`src/rtl/config_chain_loader.sv`:
```
// config_chain_loader
//   Loads a CHAIN_LEN-bit configuration scan chain from a DATA_W-bit
//   valid/ready bitstream, LSB of each word first. The bits that come out of
//   the chain tail during the load (the previous contents) are collected and
//   returned as readback words.
//
// Ports
//   clk, rst          system clock, synchronous active-high reset
//   start             1-cycle pulse, begins a full-chain load (ignored while busy)
//   s_data/s_valid/   bitstream word stream; one word accepted per FETCH visit
//   s_ready
//   rd_data/rd_valid  readback word (old chain bits), 1-cycle valid pulse
//   busy, done        load in progress / 1-cycle completion pulse
//   prog_in/prog_clk/ serial chain interface; prog_clk is a generated strobe
//   prog_en/prog_out
//
// State table
//   state    | meaning
//   S_IDLE   | waiting for start
//   S_FETCH  | s_ready high, waiting for the next bitstream word
//   S_LOW    | prog_clk low, prog_in = current bit, prog_out sampled on last cycle
//   S_HIGH   | prog_clk high, prog_in held, chain shifts on the rising edge
//   S_FINISH | chain released, done pulse
module config_chain_loader #(
  parameter int CHAIN_LEN = 19,
  parameter int DATA_W    = 8,
  parameter int CLK_DIV   = 2
) (
  input  logic              clk,
  input  logic              rst,
  input  logic              start,
  input  logic [DATA_W-1:0] s_data,
  input  logic              s_valid,
  output logic              s_ready,
  output logic [DATA_W-1:0] rd_data,
  output logic              rd_valid,
  output logic              busy,
  output logic              done,
  output logic              prog_in,
  output logic              prog_clk,
  output logic              prog_en,
  input  logic              prog_out
);

  localparam int NWORDS    = (CHAIN_LEN + DATA_W - 1) / DATA_W;
  localparam int LAST_BITS = ((CHAIN_LEN % DATA_W) == 0) ? DATA_W : (CHAIN_LEN % DATA_W);
  localparam int BIT_W     = (DATA_W > 1) ? $clog2(DATA_W) : 1;
  localparam int WORD_W    = (NWORDS > 1) ? $clog2(NWORDS) : 1;
  localparam int DIV_W     = (CLK_DIV > 1) ? $clog2(CLK_DIV) : 1;

  localparam logic [BIT_W-1:0]  FULL_IDX  = BIT_W'(DATA_W - 1);
  localparam logic [BIT_W-1:0]  LAST_IDX  = BIT_W'(LAST_BITS - 1);
  localparam logic [WORD_W-1:0] LAST_WORD = WORD_W'(NWORDS - 1);
  localparam logic [DIV_W-1:0]  DIV_LOAD  = DIV_W'(CLK_DIV - 1);

  typedef enum logic [2:0] {
    S_IDLE,
    S_FETCH,
    S_LOW,
    S_HIGH,
    S_FINISH
  } state_t;

  state_t state, state_nxt;

  logic [DATA_W-1:0] word_q;
  logic [DATA_W-1:0] rd_word;
  logic [BIT_W-1:0]  bit_idx;
  logic [WORD_W-1:0] word_idx;
  logic [DIV_W-1:0]  div_cnt;

  logic div_tc;
  logic last_word;
  logic word_end;

  assign div_tc    = (div_cnt == '0);
  assign last_word = (word_idx == LAST_WORD);
  // The final word only carries LAST_BITS valid bits; the rest are ignored.
  assign word_end  = (bit_idx == (last_word ? LAST_IDX : FULL_IDX));
  assign rd_data   = rd_word;

  always_comb begin
    state_nxt = state;
    s_ready   = 1'b0;
    busy      = 1'b0;
    done      = 1'b0;
    prog_in   = 1'b0;
    prog_clk  = 1'b0;
    prog_en   = 1'b0;
    case (state)
      S_IDLE: begin
        if (start) state_nxt = S_FETCH;
      end
      S_FETCH: begin
        s_ready = 1'b1;
        busy    = 1'b1;
        prog_en = 1'b1;
        if (s_valid) state_nxt = S_LOW;
      end
      S_LOW: begin
        busy    = 1'b1;
        prog_en = 1'b1;
        prog_in = word_q[bit_idx];
        if (div_tc) state_nxt = S_HIGH;
      end
      S_HIGH: begin
        busy     = 1'b1;
        prog_en  = 1'b1;
        prog_clk = 1'b1;
        prog_in  = word_q[bit_idx];
        if (div_tc) begin
          if (!word_end)     state_nxt = S_LOW;
          else if (last_word) state_nxt = S_FINISH;
          else               state_nxt = S_FETCH;
        end
      end
      S_FINISH: begin
        done      = 1'b1;
        state_nxt = S_IDLE;
      end
      default: state_nxt = S_IDLE;
    endcase
  end

  always_ff @(posedge clk) begin
    if (rst) begin
      state    <= S_IDLE;
      word_q   <= '0;
      rd_word  <= '0;
      bit_idx  <= '0;
      word_idx <= '0;
      div_cnt  <= '0;
      rd_valid <= 1'b0;
    end else begin
      state    <= state_nxt;
      rd_valid <= 1'b0;
      case (state)
        S_IDLE: begin
          if (start) begin
            word_idx <= '0;
            bit_idx  <= '0;
          end
        end
        S_FETCH: begin
          if (s_valid) begin
            word_q  <= s_data;
            // Cleared per word so the short last word reads back zero-padded.
            rd_word <= '0;
            bit_idx <= '0;
            div_cnt <= DIV_LOAD;
          end
        end
        S_LOW: begin
          if (div_tc) begin
            // Tail bit is still the old chain bit: the shift happens on the
            // prog_clk rise that follows this cycle.
            rd_word[bit_idx] <= prog_out;
            rd_valid         <= word_end;
            div_cnt          <= DIV_LOAD;
          end else begin
            div_cnt <= div_cnt - 1'b1;
          end
        end
        S_HIGH: begin
          if (div_tc) begin
            div_cnt <= DIV_LOAD;
            if (!word_end)      bit_idx  <= bit_idx + 1'b1;
            else if (!last_word) word_idx <= word_idx + 1'b1;
          end else begin
            div_cnt <= div_cnt - 1'b1;
          end
        end
        default: ;
      endcase
    end
  end

endmodule
```
`config.mk`:
```
export PLATFORM = sky130hd
export DESIGN_NAME = config_chain_loader
export DESIGN_NICKNAME = d
export VERILOG_FILES = /design/src/rtl/config_chain_loader.sv
export SDC_FILE = /design/constraint.sdc
export NUM_CORES = 1
export LEC_CHECK = 0
export ABC_AREA = 1
export ABC_CLOCK_PERIOD_IN_PS = 1600
export CAP_MARGIN = 25
export CORE_MARGIN = 2
export CORE_UTILIZATION = 53
export CTS_BUF_LIST = sky130_fd_sc_hd__clkbuf_8
export DETAILED_ROUTE_END_ITERATION = 8
export GPL_TIMING_DRIVEN = 0
export PLACE_DENSITY = 0.82
export SYNTH_ARGS = -nofsm -noshare
export SYNTH_HDL_FRONTEND = slang
export SYNTH_SLANG_ARGS = --single-unit
```
`constraint.sdc`:
```
create_clock -name clk -period 1.6 [get_ports clk]
set_clock_uncertainty 0.15 [all_clocks]
set_input_delay 0.4 -clock clk [delete_from_list [all_inputs] [get_ports clk]]
set_output_delay 0.4 -clock clk [all_outputs]
set_load 0.005 [all_outputs]
```
==> summary.md, run 1 <==
| Metric | Value |
|---|---|
| Status | finished, violations left |
| Failing checks | negative setup slack |
| First-pass GRT wire length | 7650 um |
| Critical path's top delay family | simple AND/OR/NAND/NOR gates |
| Remaining Overflow, GRT | 0 |
| Unique masters post-synth | 25 |
| Pwr Total | 3.03 mW |
| Slew HR | 76.9% |
| Syn Nets | 219 |
| Placer Congestion | 0.819 |
| Top_reg_cell synth | dfxtp_1 |
| Root buf cell | clkbuf_8 |
| Largest net degree at the start of global routing | 15 |
| Die Area | 3050 um^2 |
| Sequential cell area | 546 um^2 |
| Count of final setup violators | 28 |
| Post-synth top cells | nand2_1, nor2_1, dfxtp_1 |
| Finished Layout Cells | 294 |
| Number of max-cap violations | 0 |
| CTS buffer count | 3 |
| Post-route setup slack | -512 ps |
| Crit-path max FO | 8 |
| Core Rows | 18 |
| IR drop worst, VDD | 0.00119 V |
| CTS Hold Bufs | 0 |
| Ant. Diodes | 0 |
| H-tree depth | 1 |
| Final hold vios | 0 |
| Fraction of layout cells with a size suffix above 1 | 45.8% |
| PortBufs | 27 |
| Design area | 2320 um^2 |
| DR WL/cell | 22.5 um |
| Area leader, netlist | dfxtp_1 |
| Syn Inst Count | 204 |
| CP max stage cell | dfxtp_2 |
| Unrepaired setup endpoints after global routing | yes |
| First drt pass iteration count | 5 |
| DRC errors left | 0 |
| Chip width | 55.2 um |
| Initial antenna violation count | 0 |
| Most instantiated library cell after synthesis | nand2_1 |
| Max Slew Vio Count | 0 |
| DR iter-0 viols | 198 |
| I/O pin count | 28 |
| Fin crit period | 2110 ps |
| Synth Cell Area | 1390 um^2 |
| Worst path arrival time | 1560 ps |
| Multi-input gate area | 971 um^2 |
| Dpl cells | 261 |
| Slew @ Worst Pin | 345 ps |
| Syn Area/Cell | 6.81 um^2 |
| Fillers | 93 |
| Final net count | 280 |
| Initial Util | 56.1% |
| Post-synth EDFFs | 0 |
| Yosys warnings | 0 |
| Fmax | 0.474 GHz |
| Worst path cell trace | buf_8, nand2_4, nor2_4, nand2_1, nand2_1, nor2_1, a21oi_1, buf_2 |
| #FFs+latches synth | 26 |
| Vias in the first global route | 1,619 |
| Post-route clock period utilization | 132% |
| Vias | 1,942 |
| Final wirelength | 6620 um |
| Placed inst area | 1700 um^2 |
| CP max stage delay | 380 ps |
| Hold Crit Class | reg2reg |
| Area growth, synth to finish | 66.6% |
| CTS tree | done |
| Leakage | 1.03 nW |
| Die Y | 55.2 um |
| Power per Cell Area | 1310 nW/um^2 |
| Reg clk slew, reported paths | 100 ps |
| Data required time of the worst path | 1050 ps |
| Crit Path Class | reg2out |
| Area contributors post-synth | dfxtp_1, nand2_1, nand3_1, nor2_1, o21ai_0 |
| Post-route ant nets | 0 |
| Post-DP HPWL | 2510 um |
| Core area | 2480 um^2 |
| CTS Buffer Depth | 2 |
| Crit path buf inv count | 2 |
| Crit start category | register |
| Total GRT Usage | 31.1% |
| Seq/Total Area, Yosys | 37.4% |
| Vias per inst | 6.61 |
| Synth async-reset ratio | 0% |
| Most used cell along the critical path | nand2_1 |
| Worst skew pair latency | 280 ps |
| CP endpoint kind | output port |
| Clock Sinks | 26 |
| Area share of the largest cell type after synthesis | 37.4% |
==> per-layer routing <==
layer / GRT usage (%) / wire, um
met1: 35.8 / 2280
met2: 56.3 / 3060
met3: 4.92 / 740
met4: 13.6 / 546
met5: 0 / 0
==> placed cells by master, fill, tap and decap left out, types with 2 or more instances in the layout <==
cell | netlist | routed
nand2_4 | 2 | 6
nand2_2 | 1 | 5
nor2_1 | 28 | 22
clkbuf_8 | 0 | 4
clkbuf_2 | 0 | 3
o21ai_2 | 0 | 7
ha_1 | 2 | 2
buf_8 | 1 | 3
nand3_1 | 22 | 10
buf_2 | 4 | 5
nor2_4 | 2 | 7
nor2_2 | 1 | 2
dfxtp_4 | 0 | 4
nor3_4 | 1 | 3
buf_6 | 0 | 12
nand3_2 | 1 | 10
inv_1 | 23 | 17
dfxtp_2 | 0 | 8
dlygate4sd2_1 | 0 | 10
clkdlybuf4s50_1 | 0 | 11
inv_2 | 2 | 4
dfxtp_1 | 26 | 14
nor3_1 | 5 | 2
buf_4 | 1 | 20
o21ai_1 | 0 | 5
inv_8 | 0 | 2
inv_4 | 0 | 2
a21oi_1 | 19 | 12
nand2_1 | 34 | 26
nand3_4 | 0 | 3
a21oi_2 | 0 | 7
o21ai_0 | 20 | 8
==> kinds of logic after synthesis <==
family | share of synthesized area [%]
flip-flops | 37.4
adder cells (fa/ha/maj) | 1.80
XOR/XNOR | 0.630
buffers and inverters | 10.6
AO/OA/AOI/OAI | 16.1
AND/OR/NAND/NOR | 33.4
==> sequential cells by signal, summed over array words and instances (netlist names) <==
register and cells:
bit_idx 3, rd_data 8, rd_valid 1, word_q 8, div_cnt 1, state 3, word_idx 2
==> worst min-delay path, stage by stage (launching register included) <==
cell and delay [ps]:
dfxtp_2 330, nand2_1 50, a21oi_1 50
==> final cells by class <==
type                            instances  area share, %
Buffer                                  8           3.57
Clock buffer                            4           2.38
Inverter                               25           4.92
Multi-Input combinational cell        144           41.9
Sequential cell                        26           23.6
Tap cell                               30           1.62
Timing Repair Buffer                   57           22.0
==> where the power goes <==
part	internal, mW	switching (mW)	leakage [nW]
logic	0.729	0.970	0.783
clock network	0.221	0.234	0.0288
registers	0.751	0.122	0.218
==> worst paths after layout <==
| kind | slack, ps | start | to | cells after the start |
|---|---|---|---|---|
| hold / removal | 320 | rd_data[7] | rd_data[7] | 2 |
| hold reg to reg | 320 | rd_data[7] | rd_data[7] | 2 |
| setup reg to reg | -280 | bit_idx[0] | word_idx[0] | 10 |
| setup / recovery | -510 | bit_idx[0] | prog_in | 8 |
==> what timing repair did <==
| action | 4_1_cts | 5_1_grt |
|---|---|---|
| buffers inserted | 21 | 8 |
| pin swaps | 17 | 29 |
| setup endpoints to repair | 34 | 30 |
| cloned | 1 | 0 |
| hold endpoints to repair | 0 | 0 |
| gates resized for setup | 103 | 60 |
==> stage by stage <==
step,hold slack (ps),setup WS [ps],TNS [ps],util (%)
2_1_floorplan,280,52.5,0,-
3_3_place_gp,295,-635,-6070,68.5
3_5_place_dp,306,-628,-7140,68.5
4_1_cts,305,-328,-515,83.4
5_1_grt,358,-576,-4070,93.5
6_report,324,-512,-3010,93.5
Note: power is estimated with default switching activity, not from simulation.
==> inputs of run 2 (changes only) <==
- SETUP_SLACK_MARGIN: not set -> 0.05
==> run 2 against run 1 <==
Against the previous run:
- the flow now stops in 5_1_grt
- area after synthesis did not move
- synthesized cell count did not move
==> summary.md, run 2 <==
| Metric | Value |
|---|---|
| Status | stopped before the end |
| Stop stage | 5_1_grt |
| Error | [ERROR DPL-0038] Utilization greater than 100%, impossible to legalize |
| CTS buffer count | 3 (unchanged) |
| Last worst endpoint in the global-route repair_timing | prog_in |
| Seq/Total Area, Yosys | 37.4% (unchanged) |
| Root buf cell | clkbuf_8 |
| Area leader, netlist | dfxtp_1 |
| Placer Congestion | 0.819 (unchanged) |
| Area share of the largest cell type after synthesis | 37.4% (unchanged) |
| CTS Buffer Depth | 2 (unchanged) |
| Area contributors post-synth | dfxtp_1, nand2_1, nand3_1, nor2_1, o21ai_0 |
| Unique masters post-synth | 25 (unchanged) |
| Synth async-reset ratio | 0% (unchanged) |
| Synth Cell Area | 1390 um^2 (unchanged) |
| Syn Area/Cell | 6.81 um^2 (unchanged) |
| Post-synth top cells | nand2_1, nor2_1, dfxtp_1 |
| Yosys warnings | 0 (unchanged) |
| H-tree depth | 1 (unchanged) |
| #FFs+latches synth | 26 (unchanged) |
| CTS Hold Bufs | 0 (unchanged) |
| Syn Inst Count | 204 (unchanged) |
| Initial Util | 56.1% (unchanged) |
| Post-DP HPWL | 2510 um (unchanged) |
| Core Rows | 18 (unchanged) |
| Die Y | 55.2 um (unchanged) |
| Chip width | 55.2 um (unchanged) |
| Top_reg_cell synth | dfxtp_1 |
| PortBufs | 27 (unchanged) |
| I/O pin count | 28 (unchanged) |
| Syn Nets | 219 (unchanged) |
| Post-synth EDFFs | 0 (unchanged) |
| Most instantiated library cell after synthesis | nand2_1 |
| Clock Sinks | 26 (unchanged) |
| Worst EP kind | output port |
| Largest net degree at the start of global routing | 15 |
[run 2: cell counts after synthesis]
No cell type changed its count.
[run 2: cells by family after synthesis]
group / share of synthesized area [%]
simple gates: 33.4
compound gates: 16.1
buf+inv: 10.6
flops: 37.4
fa+ha+maj: 1.80
xor+xnor: 0.630
[run 2: what timing repair did]
| action | 4_1_cts |
|---|---|
| gates resized for setup | 115 |
| pin swaps | 22 |
| gates cloned | 1 |
| setup buffers | 22 |
| endpoints found under the setup margin | 38 |
[run 2: through the flow]
stage | cells | util (%) | worst slack, ps | cell area, um^2
3_5_place_dp | 261 | 68.5 | -628 | 1700
4_1_cts | 288 | 85.1 | -328 | 2110
3_3_place_gp | 261 | 68.5 | -635 | 1700
2_1_floorplan | 204 | - | 52.5 | 1390
==> inputs of run 3 (changes only) <==
- CORE_AREA: not set -> 2 2 63 65
- CORE_MARGIN: 2 -> not set
- CORE_UTILIZATION: 53 -> not set
- CTS_BUF_LIST: sky130_fd_sc_hd__clkbuf_8 -> not set
- DIE_AREA: not set -> 0 0 65 67
- PLACE_DENSITY: 0.82 -> not set
- PLACE_DENSITY_LB_ADDON: not set -> 0.15
- SETUP_SLACK_MARGIN: 0.05 -> not set
==> run 3 against run 2 <==
Against the previous run:
- the flow now finishes, with violations (negative setup slack)
==> summary.md, run 3 (synthesis results as in run 1) <==
| Metric | Value |
|---|---|
| Vias per inst | 5.30 |
| Die Area | 4360 um^2 |
| Initial Util | 38.5% (-18 points) |
| Crit-path max FO | 8 |
| Slew HR | 78.4% |
| Data required time of the worst path | 1050 ps |
| Vias in the first global route | 1,537 |
| Power per Cell Area | 1230 nW/um^2 |
| DR WL/cell | 15.5 um |
| Ant. Diodes | 0 |
| Chip width | 65 um (+18%) |
| Clock Sinks | 26 (unchanged) |
| Die Y | 67 um (+21%) |
| Placer Congestion | 0.899 (+9.8%) |
| Critical path origin | bit_idx[0] |
| Final wirelength | 4990 um |
| Post-route ant nets | 0 |
| Worst Hold Launch | rd_data[3] |
| IR drop worst, VDD | 0.000702 V |
| First drt pass iteration count | 6 |
| Final net count | 291 |
| DP Worst Slack | -677 ps (-48.5 ps) |
| Status | finished, violations left |
| Failing checks | negative setup slack |
| Fraction of layout cells with a size suffix above 1 | 52.4% |
| Worst skew pair latency | 280 ps |
| Fin util | 71.4% |
| Unrepaired setup endpoints after global routing | yes |
| Most frequent cells in the layout | nand2_1, buf_4, nor2_1 |
| Fmax | 0.506 GHz |
| Number of max-cap violations | 0 |
| H-tree depth | 1 (unchanged) |
| Pwr Total | 3.18 mW |
| CTS buffer count | 3 (unchanged) |
| Slew @ Worst Pin | 323 ps |
| R2r setup slk | -80 ps |
| Reg2reg start | state[1] |
| Initial antenna violation count | 0 |
| CTS Buffer Depth | 2 (unchanged) |
| Worst Hold Margin | 318 ps |
| I/O pin count | 28 (unchanged) |
| Crit start category | register |
| Remaining Overflow, GRT | 0 |
| Hold Crit Class | reg2reg |
| Core area | 3610 um^2 |
| DRC errors left | 0 |
| CTS tree | done |
| Reg clk slew, reported paths | 100 ps |
| Setup_tns | -1440 ps |
| Fin crit period | 1980 ps |
| DR iter-0 viols | 91 |
| Largest net degree at the start of global routing | 15 |
| Core Rows | 22 (+4) |
| Worst path arrival time | 1430 ps |
| CP endpoint kind | output port |
| Crit Path Class | reg2out |
| Total GRT Usage | 21.1% |
| Root buf cell | clkbuf_8 |
| PortBufs | 27 (unchanged) |
| Commonest non-fill, non-tap cell in the layout | nand2_1 |
| Final hold vios | 0 |
| Vias | 1,712 |
| Post-route clock period utilization | 124% |
| Count of final setup violators | 21 |
| Post-route setup slack | -377 ps |
| Area growth, synth to finish | 85.1% |
| CTS Hold Bufs | 0 (unchanged) |
| First-pass GRT wire length | 7000 um |
| Post-DP HPWL | 2440 um (-2.8%) |
| Leakage | 1.13 nW |
| Max Slew Vio Count | 0 |
-- run 3: final cells by class --
| cell class | count | area (um^2) |
|---|---|---|
| inverters | 25 | 121 |
| multi-input cells | 144 | 1030 |
| flip-flops and latches | 26 | 544 |
| plain buffers | 8 | 110 |
| well taps | 48 | 60.1 |
| fillers | 255 | 1030 |
| repair buffers | 68 | 653 |
| clock buffers | 4 | 55.1 |
-- run 3: routing by layer --
layer  track usage (%)  routed length [um]  vias to the layer above
li1                  -                   -                      812
met1              24.4                2000                      802
met2              37.0                2600                       81
met3              5.74                 277                       17
met4              7.98                 113                        0
met5                 0                   0                        -
-- run 3: worst paths after layout --
check / to / cells past startpoint
max reg2reg: rd_data[6] / 11
max: prog_in / 8
min: rd_data[3] / 2
min reg2reg: rd_data[3] / 2
-- run 3: per-stage QoR --
stage | cell area (um^2) | std cells
after floorplan | 1390 | 204
after global placement | 1720 | 279
after detailed placement | 1720 | 279
after CTS | 2270 | 314
after global routing | 2570 | 323
final | 2570 | 323
-- run 3: worst max-delay path, stage by stage (launching register included) --
cell	delay, ps
dfxtp_2	360
buf_8	150
nand2_2	80
nor2_4	100
nand2_1	70
nand2_1	70
nor2_1	50
a21oi_1	140
buf_2	130
-- run 3: what timing repair did --
item,4_1_cts,5_1_grt
setup endpoints to repair,38,32
gates cloned,3,0
pin swaps,25,29
buffers inserted,28,12
resized for setup,128,66
-- run 3: power by group --
| group | total (mW) | internal (mW) | switching, mW |
|---|---|---|---|
| Combinational | 1.88 | 0.945 | 0.940 |
| Sequential | 0.844 | 0.748 | 0.0958 |
| Clock | 0.449 | 0.221 | 0.228 |
==> patch, RTL diff (settings of run 1) <==
The 5 states of `state_t` get a one-hot encoding in 5 bits.
--- a/src/rtl/config_chain_loader.sv
+++ b/src/rtl/config_chain_loader.sv
@@ -53,12 +53,12 @@
   localparam logic [WORD_W-1:0] LAST_WORD = WORD_W'(NWORDS - 1);
   localparam logic [DIV_W-1:0]  DIV_LOAD  = DIV_W'(CLK_DIV - 1);
 
-  typedef enum logic [2:0] {
-    S_IDLE,
-    S_FETCH,
-    S_LOW,
-    S_HIGH,
-    S_FINISH
+  typedef enum logic [4:0] {
+    S_IDLE   = 5'b00001,
+    S_FETCH  = 5'b00010,
+    S_LOW    = 5'b00100,
+    S_HIGH   = 5'b01000,
+    S_FINISH = 5'b10000
   } state_t;
 
   state_t state, state_nxt;
Formal check against the unedited RTL: no difference found for any inputs over 10 cycles, from zero or initial values and one cycle with rst high; not proved beyond that.
==> patch against run 1 <==
The flow still finishes with violations (setup timing); sequential cell count grew 2; power shrank 29%; sequential power shrank 9.5%; worst setup slack gained 51 ps; final area grew 5.5%; routed wire length shrank 12%; synthesized area grew 10%; via count shrank 1.9%; critical endpoint unchanged.
==> patch: results (changes against run 1) <==
- Setup TNS: -5670 ps (-2660 ps)
- Synth cell count leaders: nor2_1 (31), nand2_1 (29), dfxtp_1 (28)
- Area contributors post-synth: dfxtp_1 (37%), nor2_1 (7.6%), nand2_1 (7.1%)
- Layout cells sized above 1: 0.453 (-0.00570)
- Post-synthesis async set-or-reset flop share: 0 (unchanged)
- Crit-path max FO: 3 (-5)
- Clock tree buffer depth: 2 (unchanged)
- Final layout net count: 302 (+7.9%)
- Number of global-route vias before repair: 1674 (+3.4%)
- Via-to-Cell Ratio: 6.03 (-8.7%)
- 1st-iter DRT viols: 171 (-14%)
- Worst IR Drop VDD: 0.799 mV (-33%)
- Synthesized instance count: 221 (+8.3%)
- Worst-path clk slew: 100 ps (about the same)
- CTS buffer count: 3 (unchanged)
- Distinct cells, synth: 30 (+20%)
- Initial antenna violation count: 0 (unchanged)
- Relative slew slack: 0.621 (-0.148)
- Yosys warnings: 0 (unchanged)
- Ys flop type: dfxtp_1
- CTS root buffer: clkbuf_8
- Routed WL: 5810 um (-12%)
- Leakage power: 0.00109 uW (+6.2%)
- First-pass GRT wire length: 7650 um (unchanged)
- Setup violations, final: 33 (+18%)
- Worst Path Arrival: 1510 ps (-50 ps)
- Mapped Nets: 236 (+7.8%)
- Setup ws final: -461 ps (+50.7 ps)
- Failing checks: setup timing
- Skew-Pair Late Insertion Delay: 280 ps (about the same)
- Max Slew Vio Count: 0 (unchanged)
- Worst slack, placed: -586 ps (+42.4 ps)
- Global Route Usage Sum: 0.296 (-0.0156)
- PortBufs: 26 (-3.7%)
- Wire per inst: 18.4 um (-18%)
- Clock H-tree levels: 1 (unchanged)
- Largest net degree at the start of global routing: 15 (unchanged)
- Layout fillers: 124 (+33%)
- Status: complete, but fails checks
- Top-count cell post-synth: nor2_1
- # diodes: 0 (unchanged)
- Placed Cells: 278 (+6.5%)
- Tightest Hold Check Type: reg2reg
- Gpl congestion: 0.874 (+6.7%)
- Register area share after synthesis: 0.365 (-0.00932)
- Drt pass-1 iters: 5 (unchanged)
- Post-DP HPWL: 2670 um (+6.5%)
## patch: cell count changes after synthesis, moves of 3 or more
cell	change
nand4_1	+10
nand2_2	+4
inv_1	+4
nand3_1	-7
o21ai_0	-12
nor2_1	+3
nand2_1	-5
nor2_2	+4
o21ai_1	+9
## patch: final cells by class
type                       instances  area [um^2]  share of cell area
multi-input combinational        152         1020               0.418
sequential                        28          593               0.243
timing repair buffer              61          532               0.218
inverter                          31          126              0.0517
buffer                            10         90.1              0.0369
clock buffer                       3         41.3              0.0169
tap                               31         38.8              0.0159
## patch: through the flow
step	area, um^2	hold slack [ps]
final	2440	330
after global routing	2440	331
after CTS	2260	316
after detailed placement	1880	300
after global placement	1880	296
after floorplan	1580	279
## patch: kinds of logic after synthesis
| kind of cell | count (synthesis) | synth area share |
|---|---|---|
| AOI/OAI and AO/OA | 40 | 0.138 |
| and+or+nand+nor | 109 | 0.360 |
| buffers and inverters | 41 | 0.115 |
| DFF | 28 | 0.365 |
| adders and majority gates | 2 | 0.0163 |
| xor gates and xnor gates | 1 | 0.00571 |
## patch: layer usage
metal | routed length, um | vias to the layer above | track usage
li1 | - | 854 | -
met1 | 2170 | 869 | 0.370
met2 | 2840 | 144 | 0.531
met3 | 479 | 38 | 0.0290
met4 | 315 | 0 | 0.0963
met5 | 0 | - | 0
## patch: worst paths after layout
| kind | depth (start not counted) | slack [ps] | endpoint | start |
|---|---|---|---|---|
| setup / recovery | 9 | -460 | prog_in | state[0]$_SDFFE_PP1P_ |
| hold / removal | 2 | 330 | word_q[5]$_SDFFE_PP0P_ | word_q[5]$_SDFFE_PP0P_ |
| hold reg to reg | 2 | 330 | word_q[5]$_SDFFE_PP0P_ | word_q[5]$_SDFFE_PP0P_ |
| setup reg to reg | 11 | -340 | rd_data[2]$_SDFFE_PP0P_ | state[0]$_SDFFE_PP1P_ |
## patch: worst max-delay path, cell delays in order (launching register included)
cell and delay, ps:
dfxtp_4 380, inv_4 70, nand2_4 50, nor2_4 110, nand2_2 80, buf_6 130
nand2_4 70, inv_4 50, nor3_2 160, buf_2 130
## patch: repair_timing
item	4_1_cts	5_1_grt
pin swaps	26	22
gates resized for setup	89	36
endpoints found under the setup margin	24	31
buffers inserted	29	8
## patch: where the power goes
part | switching (uW) | internal, uW | total (uW) | leakage [uW]
Combinational | 536 | 429 | 965 | 0.000838
Sequential | 46.0 | 745 | 791 | 0.000235
Clock | 225 | 170 | 395 | 0.0000216
Total | 807 | 1340 | 2150 | 0.00109
